[src/rtl/control_sequencer.sv]
// Multi-cycle control sequencer for the single-bus 32-bit CPU.
// Fetch/decode/execute microsteps with a memory ready handshake and a bus timeout.
module control_sequencer #(
    parameter int MEM_TIMEOUT = 8,
    parameter int TO_W        = 4,
    parameter int ALUOP_W     = 4,
    parameter int BR_LSB      = 23
) (
    input  logic               Clock,
    input  logic               Reset,
    input  logic [31:0]        IR,
    input  logic               CON_FF,
    input  logic               MemReady,
    input  logic               Stop,
    output logic               Gra,
    output logic               Grb,
    output logic               Grc,
    output logic               Rin,
    output logic               Rout,
    output logic               BAout,
    output logic               Cout,
    output logic               PCout,
    output logic               PCin,
    output logic               IncPC,
    output logic               IRin,
    output logic               MARin,
    output logic               MDRin,
    output logic               MDRout,
    output logic               Yin,
    output logic               Zin,
    output logic               Zlowout,
    output logic               Zhighout,
    output logic               LOin,
    output logic               HIin,
    output logic               LOout,
    output logic               HIout,
    output logic               CONin,
    output logic               InPortout,
    output logic               OutPortin,
    output logic               Read,
    output logic               Write,
    output logic [ALUOP_W-1:0] AluOp,
    output logic               Run,
    output logic               IllegalOp,
    output logic               BusError
);

    typedef enum logic [3:0] {
        S_RESET, S_PAUSE, S_HALT, S_F0, S_F1, S_FW, S_F2,
        S_DEC, S_E3, S_E4, S_E5, S_E6, S_E7, S_EW
    } state_t;

    typedef enum logic [4:0] {
        C_LD, C_LDI, C_ST, C_RR, C_RI, C_MD, C_UN, C_BR, C_JR,
        C_JAL, C_IN, C_OUT, C_MFHI, C_MFLO, C_NOP, C_HLT, C_ILL
    } cls_t;

    localparam logic [26:0] GRA = 27'd1 << 26, GRB = 27'd1 << 25;
    localparam logic [26:0] GRC = 27'd1 << 24, RIN = 27'd1 << 23;
    localparam logic [26:0] ROUT = 27'd1 << 22, BAOUT = 27'd1 << 21;
    localparam logic [26:0] COUT = 27'd1 << 20, PCOUT = 27'd1 << 19;
    localparam logic [26:0] PCIN = 27'd1 << 18, INCPC = 27'd1 << 17;
    localparam logic [26:0] IRIN = 27'd1 << 16, MARIN = 27'd1 << 15;
    localparam logic [26:0] MDRIN = 27'd1 << 14, MDROUT = 27'd1 << 13;
    localparam logic [26:0] YIN = 27'd1 << 12, ZIN = 27'd1 << 11;
    localparam logic [26:0] ZLOW = 27'd1 << 10, ZHIGH = 27'd1 << 9;
    localparam logic [26:0] LOIN = 27'd1 << 8, HIIN = 27'd1 << 7;
    localparam logic [26:0] LOOUT = 27'd1 << 6, HIOUT = 27'd1 << 5;
    localparam logic [26:0] CONIN = 27'd1 << 4, INPOUT = 27'd1 << 3;
    localparam logic [26:0] OUTPIN = 27'd1 << 2, READ = 27'd1 << 1;
    localparam logic [26:0] WRITE = 27'd1;

    localparam bit TO_EN = MEM_TIMEOUT > 0;
    localparam logic [TO_W-1:0] TO_LAST = TO_W'(MEM_TIMEOUT - 1);

    function automatic cls_t cls_of(input logic [4:0] o);
        case (o) inside
            5'h00:          return C_LD;
            5'h01:          return C_LDI;
            5'h02:          return C_ST;
            [5'h03:5'h0A]:  return C_RR;
            [5'h0B:5'h0D]:  return C_RI;
            5'h0E, 5'h0F:   return C_MD;
            5'h10, 5'h11:   return C_UN;
            5'h12:          return C_BR;
            5'h13:          return C_JR;
            5'h14:          return C_JAL;
            5'h15:          return C_IN;
            5'h16:          return C_OUT;
            5'h17:          return C_MFHI;
            5'h18:          return C_MFLO;
            5'h19:          return C_NOP;
            5'h1A:          return C_HLT;
            default:        return C_ILL;
        endcase
    endfunction

    function automatic logic [3:0] alu_of(input logic [4:0] o);
        case (o)
            5'h04:        return 4'd1;
            5'h05:        return 4'd4;
            5'h06:        return 4'd5;
            5'h07:        return 4'd6;
            5'h08:        return 4'd7;
            5'h09, 5'h0C: return 4'd2;
            5'h0A, 5'h0D: return 4'd3;
            5'h0E:        return 4'd8;
            5'h0F:        return 4'd9;
            5'h10:        return 4'd10;
            5'h11:        return 4'd11;
            default:      return 4'd0;
        endcase
    endfunction

    state_t          state, bnd;
    logic [4:0]      op;
    logic [TO_W-1:0] wcnt;
    cls_t            cls, dcls;
    logic            timeout;
    logic [26:0]     sb;
    logic [3:0]      alu;

    // The branch condition field is consumed by the external CON logic.
    logic [1:0] unused_br;
    logic       unused_ir;
    assign unused_br = IR[BR_LSB+1 -: 2];
    assign unused_ir = ^IR[26:0];

    assign cls     = cls_of(op);
    assign dcls    = cls_of(IR[31:27]);
    assign bnd     = Stop ? S_PAUSE : S_F0;
    assign timeout = TO_EN && (wcnt == TO_LAST);

    always_ff @(posedge Clock or posedge Reset) begin
        if (Reset) begin
            state     <= S_RESET;
            op        <= '0;
            wcnt      <= '0;
            IllegalOp <= 1'b0;
            BusError  <= 1'b0;
        end else begin
            unique case (state)
                S_RESET: state <= S_F0;
                S_PAUSE: if (!Stop) state <= S_F0;
                S_HALT:  state <= S_HALT;
                S_F0:    state <= S_F1;
                S_F1: begin
                    state <= S_FW;
                    wcnt  <= '0;
                end
                S_FW: begin
                    if (MemReady) state <= S_F2;
                    else if (timeout) begin
                        state    <= S_HALT;
                        BusError <= 1'b1;
                    end else wcnt <= wcnt + 1'b1;
                end
                S_F2: state <= S_DEC;
                S_DEC: begin
                    op <= IR[31:27];
                    case (dcls)
                        C_NOP:   state <= bnd;
                        C_HLT:   state <= S_HALT;
                        C_ILL: begin
                            state     <= S_HALT;
                            IllegalOp <= 1'b1;
                        end
                        default: state <= S_E3;
                    endcase
                end
                S_E3: state <= (cls inside {C_JR, C_IN, C_OUT, C_MFHI, C_MFLO})
                               ? bnd : S_E4;
                S_E4: state <= (cls inside {C_UN, C_JAL}) ? bnd : S_E5;
                S_E5: begin
                    if (cls == C_LD) begin
                        state <= S_EW;
                        wcnt  <= '0;
                    end else
                        state <= (cls inside {C_RR, C_RI, C_LDI}) ? bnd : S_E6;
                end
                S_E6: begin
                    if (cls == C_ST) begin
                        state <= S_EW;
                        wcnt  <= '0;
                    end else state <= bnd;
                end
                S_EW: begin
                    if (MemReady) state <= (cls == C_LD) ? S_E7 : bnd;
                    else if (timeout) begin
                        state    <= S_HALT;
                        BusError <= 1'b1;
                    end else wcnt <= wcnt + 1'b1;
                end
                S_E7:    state <= bnd;
                default: state <= S_RESET;
            endcase
        end
    end

    always_comb begin
        sb  = '0;
        alu = '0;
        case (state)
            S_F0: sb = PCOUT | MARIN | INCPC | ZIN;
            S_F1: sb = ZLOW | PCIN;
            S_FW: sb = READ | MDRIN;
            S_F2: sb = MDROUT | IRIN;
            S_E3: case (cls)
                C_RR, C_RI, C_MD: sb = GRB | ROUT | YIN;
                C_UN: begin
                    sb  = GRB | ROUT | ZIN;
                    alu = alu_of(op);
                end
                C_LD, C_LDI, C_ST: sb = GRB | BAOUT | YIN;
                C_BR:   sb = GRA | ROUT | CONIN;
                C_JR:   sb = GRA | ROUT | PCIN;
                C_JAL:  sb = PCOUT | GRB | RIN;
                C_IN:   sb = GRA | RIN | INPOUT;
                C_OUT:  sb = GRA | ROUT | OUTPIN;
                C_MFHI: sb = GRA | RIN | HIOUT;
                C_MFLO: sb = GRA | RIN | LOOUT;
                default: sb = '0;
            endcase
            S_E4: case (cls)
                C_RR, C_MD: begin
                    sb  = GRC | ROUT | ZIN;
                    alu = alu_of(op);
                end
                C_RI: begin
                    sb  = COUT | ZIN;
                    alu = alu_of(op);
                end
                C_UN:  sb = ZLOW | GRA | RIN;
                C_LD, C_LDI, C_ST: sb = COUT | ZIN;
                C_BR:  sb = PCOUT | YIN;
                C_JAL: sb = GRA | ROUT | PCIN;
                default: sb = '0;
            endcase
            S_E5: case (cls)
                C_RR, C_RI, C_LDI: sb = ZLOW | GRA | RIN;
                C_MD:       sb = ZLOW | LOIN;
                C_LD, C_ST: sb = ZLOW | MARIN;
                C_BR:       sb = COUT | ZIN;
                default:    sb = '0;
            endcase
            S_E6: case (cls)
                C_MD:    sb = ZHIGH | HIIN;
                C_ST:    sb = GRA | ROUT | MDRIN;
                C_BR:    sb = ZLOW | (CON_FF ? PCIN : '0);
                default: sb = '0;
            endcase
            S_EW: sb = (cls == C_LD) ? (READ | MDRIN) : WRITE;
            S_E7: sb = MDROUT | GRA | RIN;
            default: sb = '0;
        endcase
    end

    assign {Gra, Grb, Grc, Rin, Rout, BAout, Cout, PCout, PCin, IncPC,
            IRin, MARin, MDRin, MDRout, Yin, Zin, Zlowout, Zhighout,
            LOin, HIin, LOout, HIout, CONin, InPortout, OutPortin,
            Read, Write} = sb;
    assign AluOp = ALUOP_W'(alu);
    assign Run   = !(state inside {S_RESET, S_PAUSE, S_HALT});

endmodule

[config.mk]
export PLATFORM = sky130hd
export DESIGN_NAME = control_sequencer
export DESIGN_NICKNAME = d
export VERILOG_FILES = /design/src/rtl/control_sequencer.sv
export SDC_FILE = /design/constraint.sdc
export NUM_CORES = 1
export LEC_CHECK = 0
export CORE_ASPECT_RATIO = 0.6
export CORE_UTILIZATION = 30
export CTS_CLUSTER_DIAMETER = 40
export DETAILED_ROUTE_END_ITERATION = 10
export SYNTH_ARGS = -nofsm -noshare
export SYNTH_HDL_FRONTEND = slang
export SYNTH_SLANG_ARGS = --single-unit
[constraint.sdc]
create_clock -name Clock -period 3.3 [get_ports Clock]
set_input_delay 0.825 -clock Clock [delete_from_list [all_inputs] [get_ports Clock]]
set_output_delay 0.825 -clock Clock [all_outputs]
set_load 0.02 [all_outputs]
### Word level (Yosys, flattened, before mapping)

Memories as Yosys holds them, arrays and structs flattened.
Cells that the tools add are included.
Widths: inputs -> output; s select.

| storage, ports and cells | value |
|---|---|
| register bits | 15 |
| ROM bits | 384 |
| input port bits | 37 |
| output and inout bits | 34 |
| word-level logic and storage cells | 172 |
| memories | 3 |

Memories:

| name | depth | width | read ports | clocked after Yosys merged registers in | wr ports | line | RTL |
|---|---|---|---|---|---|---|---|
| (no name shown) | 32 | 4 | 1 | 0 | 0 | 99 | `case (o)` |
| (no name shown) | 32 | 4 | 1 | 0 | 0 | 99 |  |
| (no name shown) | 32 | 4 | 1 | 0 | 0 | 99 |  |

| cells by class | value |
|---|---|
| $add $sub $neg | 1 |
| magnitude comparators | 8 |
| equal/unequal tests | 65 |
| muxes and demuxes | 60 |
| bitwise gates (word level) | 1 |
| reduce and logical (&&, ||, !) cells | 29 |

Operators with widths:

| kind | number |
|---|---|
| $pmux 27 s10 | 2 |
| $mux 5 | 32 |
| $pmux 27 s5 | 1 |
| $eq 5x5->1 const B | 23 |
| $pmux 27 s4 | 1 |
| $pmux 27 s3 | 1 |
| $eq 5x4->1 const B | 12 |
| $mux 4 | 15 |
| $pmux 4 s14 | 1 |
| $eq 4x4->1 const B | 6 |
| $pmux 4 s2 | 3 |
| $eq 4x3->1 const B | 5 |
| $eq 5x2->1 const B | 4 |
| $eq 5x3->1 const B | 4 |
| $le 5x4->1 const B | 4 |
| $mux 19 | 1 |
| $pmux 4 s4 | 1 |
| $reduce_or 2->1 | 8 |
| $eq 5x1->1 const B | 3 |
| $logic_not 5->1 | 3 |
| $mux 15 | 1 |
| $ge 5x2->1 const B | 2 |
| $ge 5x4->1 const B | 2 |
| $ne 2x2->1 const B | 5 |
| 17 further kinds | 24 |

### Depth between registers and ports, before layout

Gate-level depths: netlist (run 1).

| logic depth | value |
|---|---|
| depth after elaboration | 22 |
| mapped depth | 7 |
| mapped depth without buffers | 5 |

### Worst setup path before layout (run 1)

OpenSTA, ideal clock, no wires.

| timing path | value |
|---|---|
| kind | reg-to-output |
| start point | register op[2] |
| end point | output port Zin |
| arrival | 1893 ps |
| required time | 2475 ps |
| slack | 582 ps |
| cell stages (with the launch flop) | 6 |
| path buffers | 1 |
| cell sequence | dfrtp_1 buf_6 nor2b_1 o32a_1 o32ai_1 a2111o_1 |

| between the ends | value |
|---|---|
| cells in the longest elaborated chain, start to end | 21 |
| elaborated cells on any way between the ends | 65 |
| those cells by class | order compare: 4; eq/ne: 28; mux: 21; reduce/logical: 12 |

RTL lines:

| element | line | RTL |
|---|---|---|
| start, declared | 116 | `logic [4:0] op;` |
| start signal, assigned | 160 | `op <= IR[31:27];` |
| $eq 5x5->1 | 129 | `assign cls = cls_of(op);` |
| $mux 5 (15 in a row) | 77 | `case (o) inside` |
| $mux 5 * | 77 |  |
| $eq 5x1->1, or another cell as far along | 208, 224, 239 |  |
| $reduce_or 3->1, or another cell as far along | 208 | `S_E3: case (cls)` |
| $pmux 27 s10, or another cell as far along | 208 |  |
| $pmux 27 s10 * | 203 | `case (state)` |
| end, declared | 30 | `output logic Zin,` |

Mark *: on every way between the ends. The rest lies on a longest branch, timed or not.

### Worst setup path in the final report (run 1)

| timing path | value |
|---|---|
| start point | register op[1] |
| end point | output port Zin |

Same word-level chain as after synthesis.

==> results of run 1 <==
==> stage by stage <==
| stage | area (sq um) | util, % | power, mW | hold slack (ns) |
|---|---|---|---|---|
| 5_1_grt | 2440 | 46.0 | 2.26 | 0.500 |
| 6_report | 2440 | 46.0 | 2.10 | 0.476 |
| 2_1_floorplan | 1730 | - | 1.38 | 0.471 |
| 3_3_place_gp | 2360 | 44.6 | 1.89 | 0.462 |
| 4_1_cts | 2410 | 45.5 | 2.06 | 0.488 |
| 3_5_place_dp | 2360 | 44.6 | 1.89 | 0.466 |
==> cells by family (layout without fill, tap and decap cells) <==
group	count (synthesis)	after routing	synth area share, %
simple gates	102	102	32.1
compound gates	71	71	28.4
buf+inv	32	87	8.68
flops	15	15	21.7
mux	8	8	4.99
xor+xnor	4	4	2.03
fa+ha+maj	3	3	2.03
==> worst min path at each step <==
stage	startpoint	to	cells past startpoint
global route	IllegalOp	IllegalOp	2
finish	IllegalOp	IllegalOp	2
detailed placement	IllegalOp	IllegalOp	2
floorplan	wcnt[0]	wcnt[0]	1
global placement	BusError	BusError	1
CTS	IllegalOp	IllegalOp	2
==> power by group through the flow <==
stage               clock [mW]  combinational (mW)  sequential [mW]
floorplan                    0                1.08            0.298
global placement             0                1.44            0.450
detailed placement           0                1.44            0.451
CTS                      0.162                1.45            0.450
global route             0.172                1.61            0.480
finish                   0.160                1.48            0.465
==> worst max-delay path: cells and delay by family (launching register included) <==
| kind | cells | cell delay (ns) |
|---|---|---|
| buf+inv | 2 | 0.75 |
| compound gates | 2 | 0.73 |
| flops | 1 | 0.47 |
| simple gates | 1 | 0.18 |
==> flip-flops by register name, indices dropped and copies added, names as in the netlist <==
register	cells
wcnt	4
BusError	1
op	5
state	4
IllegalOp	1
==> cell type report <==
cell class,instances,area [sq um],area share [%]
multi-input combinational,188,1220,49.9
timing repair buffer,72,652,26.7
sequential,15,384,15.8
tap,77,96.3,3.95
clock buffer,3,41.3,1.69
inverter,11,41.3,1.69
clock inverter,1,7.51,0.308
==> routing by layer <==
metal  global-route usage, %  up-vias  share of wire, %
met5                       0        -                 0
met4                    2.90        0              0.32
met3                    3.69        4               7.8
met2                    26.6       97                38
met1                    31.9      945                54
li1                        -      985                 -
==> cell usage after synthesis, drive strengths merged, types with 2 or more instances <==
cell    count
nand2      21
nor2       21
a21oi      19
buf        16
dfrtp      15
nor2b      13
inv        11
nand3      11
o21ai      11
nor3        8
clkbuf      5
mux2        5
nand2b      5
o22ai       5
a211oi      4
a31oi       4
and2        4
and3        4
mux2i       3
a211o       2
a21o        2
a22oi       2
a311oi      2
a41o        2
ha          2
nand4       2
nand4b      2
nor3b       2
nor4b       2
o311ai      2
o31ai       2
or4         2
xnor2       2
xor2        2
==> metrics, run 1 <==
share of layout cells above drive strength 1 18.3%; Max VDD drop ~0.41 mV; status completed; FILL cells around 570; Crit. End Element primary output; Critical Path Max Stage Delay 0.54 ns; post-detail-place hpwl 4.56 mm; 1st-iter DRT viols roughly 190; I/O Buffers 43; initial antenna violation count 0; origin of the worst setup path op[1]; Worst R2R Setup Slack between 1 and 1.5 ns; cts hold-fix bufs 0; # Post-CTS Setup Buffers 0; FFs w/ async S/R, synth 100%; Max Clock Freq 0.310 GHz; wire per inst 16.0 microns; clk_skew ~0.0034 ns; GR Overflow Total 0; Placer Congestion 0.920; Global Route Usage Sum 19.7%; RR Endpoint wcnt[1]; area delta synth->final 41.0%; Seq pwr share around 22%; Max-slew headroom 57.4%; FP Rows 20; worst-margin pin slew between 0.6 and 0.7 ns; largest net degree at the start of global routing 16; vias in the first global route 1,773; CTS Buf Count 3; core area 0.00531 sq mm; max_cap viols 0; DP Worst Slack 0.274 ns; post-synthesis sequential area ratio 21.7%; Final ANT Viol Nets 0; Die ar. a little over 0.006 sq mm; Post-synth top flop dfrtp_1; clk slew on worst S/H paths 0.07 ns; TNS Setup 0 ns; clock sinks 15; routed wire length 5.86 mm; worst setup path class reg2out; minimum clock period between 3 and 4 ns; Synth area leader dfrtp_1; first-pass GRT wire length 9.30 mm; drt drc 0; R2R depth 5; Avg Vias per Cell 5.53; Slew Limit Fails 0; post-route setup slack 0.0788 ns; Starting Density 32.6%; Worst-Skew Late Latency 0.26 ns; endpoints failing setup 0; DRT Pass-1 Iters 5; total number of vias 2,031; cells along the critical path buf_4 -> o32a_1 -> nor3b_2 -> a2111o_1 -> clkdlybuf4s50_1; Final period util 97.6%; startpoint types register; Synth Instances around 240; die span in x ~100 microns; CTS tree yes; CP required 2.47 ns; Avg Inst Size Synth roughly 7.4 sq um; Post-synth EDFFs 0; # IOs 71; Clock Power Share 7.6%; Worst Hold Class reg2reg; most frequent cells in the layout 40 x clkdlybuf4s50_1, 29 x buf_4, 21 x nand2_1, 21 x nor2_1, 18 x a21oi_1; Final #Nets 330; Placed Instances 363; Power Dens Cells 863 mW/mm^2; crit path DAT 2.40 ns; htree depth 1; leading cell type in the layout, fill and taps excluded clkdlybuf4s50_1; highest-delay cell along the critical path clkdlybuf4s50_1; Yosys reg bits 15; Comb power frac 70.3%; Net Switching 1.06 mW; Non-Filler Instances 367; Pint 1.04 mW; critical-path maximum fanout 12; CTS-repair resized insts 2; RSZ-0062 raised after global routing false; Root Buffer clkbuf_8; DIE HEIGHT about 61 microns; count of final hold-check violations 0; Ys Warns 0; sw frac between 50% and 60%; Mapped Area roughly 0.0017 sq mm; Antenna Cells 0; synth top area cells dfrtp_1 22%, a21oi_1 5.2%, nor2b_1 4.7%, nand2_1 4.6%, nor2_1 4.6%; Critical Path End Zin; synthesized net count 274; FF-to-FF Start op[4]; CTS Buffer Depth 2; area share of the largest cell type after synthesis a little over a fifth; count of cell types in the netlist 61; LEAKAGE 0.993 nW
Power figures use the tool's default switching activity.
==> run 2: changes to the inputs <==
--- a/config.mk
+++ b/config.mk
@@ -6,6 +6,7 @@
 export NUM_CORES = 1
 export LEC_CHECK = 0
 export CORE_ASPECT_RATIO = 0.6
+export CORE_MARGIN = 2
 export CORE_UTILIZATION = 30
 export CTS_CLUSTER_DIAMETER = 40
 export DETAILED_ROUTE_END_ITERATION = 10
==> metrics, run 2 (synthesis gave the netlist of run 1 again) <==
FF-to-FF Start state[3]; CTS tree yes; Crit. End Element primary output; Slew Limit Fails 0; DRT Pass-1 Iters 5; FP Rows 21; max_cap viols 0; share of layout cells above drive strength 1 18.2%; DIE HEIGHT roughly 63 microns; Die ar. 0.00641 sq mm; GR Overflow Total 0; 1st-iter DRT viols 184; # Post-CTS Setup Buffers 0; DP Worst Slack 0.217 ns; CTS-repair resized insts 3; CTS Buf Count 3; Max VDD drop 0.388 mV; I/O Buffers 43; startpoint types register; drt drc 0; CTS Buffer Depth 2; largest net degree at the start of global routing 17; Max-slew headroom between 50 and 60%; Placed Instances between 300 and 400; endpoints failing setup 0; Largest register FFs 5; area delta synth->final 42.8%; sw frac 50.2%; Seq pwr share roughly a fifth; most frequent cells in the layout 40 x clkdlybuf4s50_1, 29 x buf_4, 21 x nand2_1, 21 x nor2_1, 18 x a21oi_1; Worst R2R Setup Slack 1.26 ns; first-pass GRT wire length 9.25 mm; post-detail-place hpwl around 4.7 mm; Comb power frac about 71%; wire per inst 15.9 microns; Final #Nets about 330; Worst Hold Class reg2reg; initial antenna violation count 0; Final ANT Viol Nets 0; routed wire length roughly 5.9 mm; clock sinks 15; status completed; critical-path maximum fanout 14; Net Switching 1.08 mW; Root Buffer clkbuf_8; Worst-Skew Late Latency approximately 0.26 ns; post-route setup slack 0.0786 ns; leading cell type in the layout, fill and taps excluded clkdlybuf4s50_1; origin of the worst setup path op[3]; Non-Filler Instances ~370; count of final hold-check violations 0; crit path DAT 2.40 ns; Clock Power Share approximately 7.5%; cts hold-fix bufs 0; Pint 1.07 mW; Max Clock Freq 0.310 GHz; Power Dens Cells 870 mW/mm^2; Final period util 97.6%; FILL cells around 580; total number of vias 2,037; CP required approximately 2.5 ns; Starting Density between 30% and 40%; # IOs a little over 70; Antenna Cells 0; Avg Vias per Cell 5.49; clk slew on worst S/H paths 0.07 ns; htree depth 1; clk_skew approximately 0.0052 ns; most flop-heavy register op; vias in the first global route 1,757; Global Route Usage Sum 18.2%; Pwr Total 2.15 mW; minimum clock period approximately 3.2 ns; Placer Congestion 0.853; worst setup path class reg2out; die span in x 102 microns; LEAKAGE 1.02 nW; hold path startpoint BusError; worst-margin pin slew about 0.63 ns; Largest regs op: 5 flops, state: 4 flops, wcnt: 4 flops; core area 0.00557 sq mm
==> run 2: cell count changes in the layout (fill, tap and decap cells not counted), sizes merged <==
cell | before | now
buf | 29 | 30
dlygate4sd2 | 1 | 0
dlymetal6s2s | 2 | 3
==> run 2: per-stage QoR <==
step / utilization (%) / TNS, ns / hold WS (ns) / instance area (sq um)
after floorplan: - / 0 / 0.471 / 1730
after CTS: 43.8 / 0 / 0.472 / 2440
after global routing: 44.3 / -0.00384 / 0.532 / 2470
after detailed placement: 42.9 / 0 / 0.455 / 2390
after global placement: 42.9 / 0 / 0.454 / 2390
final: 44.3 / 0 / 0.466 / 2470
==> run 2: worst max-delay path, cell delays in order (launching register included) <==
cell,delay (ns)
dfrtp_2,0.51
nor2b_1,0.19
o32a_1,0.37
nor3b_2,0.17
a2111o_1,0.35
clkdlybuf4s50_1,0.54
==> run 2: per-layer routing <==
layer	vias to the layer above	global-route usage, %	share of wire [%]
met5	-	0	0
met4	0	3.00	0.93
met3	6	2.68	10
met2	101	24.6	39
met1	947	29.9	50
li1	983	-	-
==> run 2: power groups by stage <==
stage	combinational (mW)	sequential, mW	clock [mW]
after floorplan	1.08	0.298	0
after global placement	1.49	0.438	0
after detailed placement	1.50	0.440	0
after CTS	1.51	0.440	0.167
after global routing	1.66	0.465	0.176
final	1.53	0.453	0.162
==> run 2: area by class of cell <==
class,count,area (sq um),share of cell area (%)
multi-input cells,188,1220,49.5
well taps,80,100,4.05
inverters,11,41.3,1.67
flip-flops and latches,15,380,15.4
repair buffers,73,676,27.4
clock inverters,1,7.51,0.304
clock buffers,3,41.3,1.67
==> run 2: final timing paths <==
path                       endpoint  depth (start not counted)
max                             Zin                          5
min                        BusError                          1
min reg2reg                BusError                          1
max reg2reg                state[1]                          6
min in group asynchronous  BusError                          2
max in group asynchronous     op[0]                          2
==> run 3: changes to the inputs <==
--- a/config.mk
+++ b/config.mk
@@ -5,6 +5,7 @@
 export SDC_FILE = /design/constraint.sdc
 export NUM_CORES = 1
 export LEC_CHECK = 0
+export CAP_MARGIN = 30
 export CORE_ASPECT_RATIO = 0.6
 export CORE_MARGIN = 2
 export CORE_UTILIZATION = 30
==> results of run 3 <==
Final layout, timing and power as in run 2 (identical DEF).
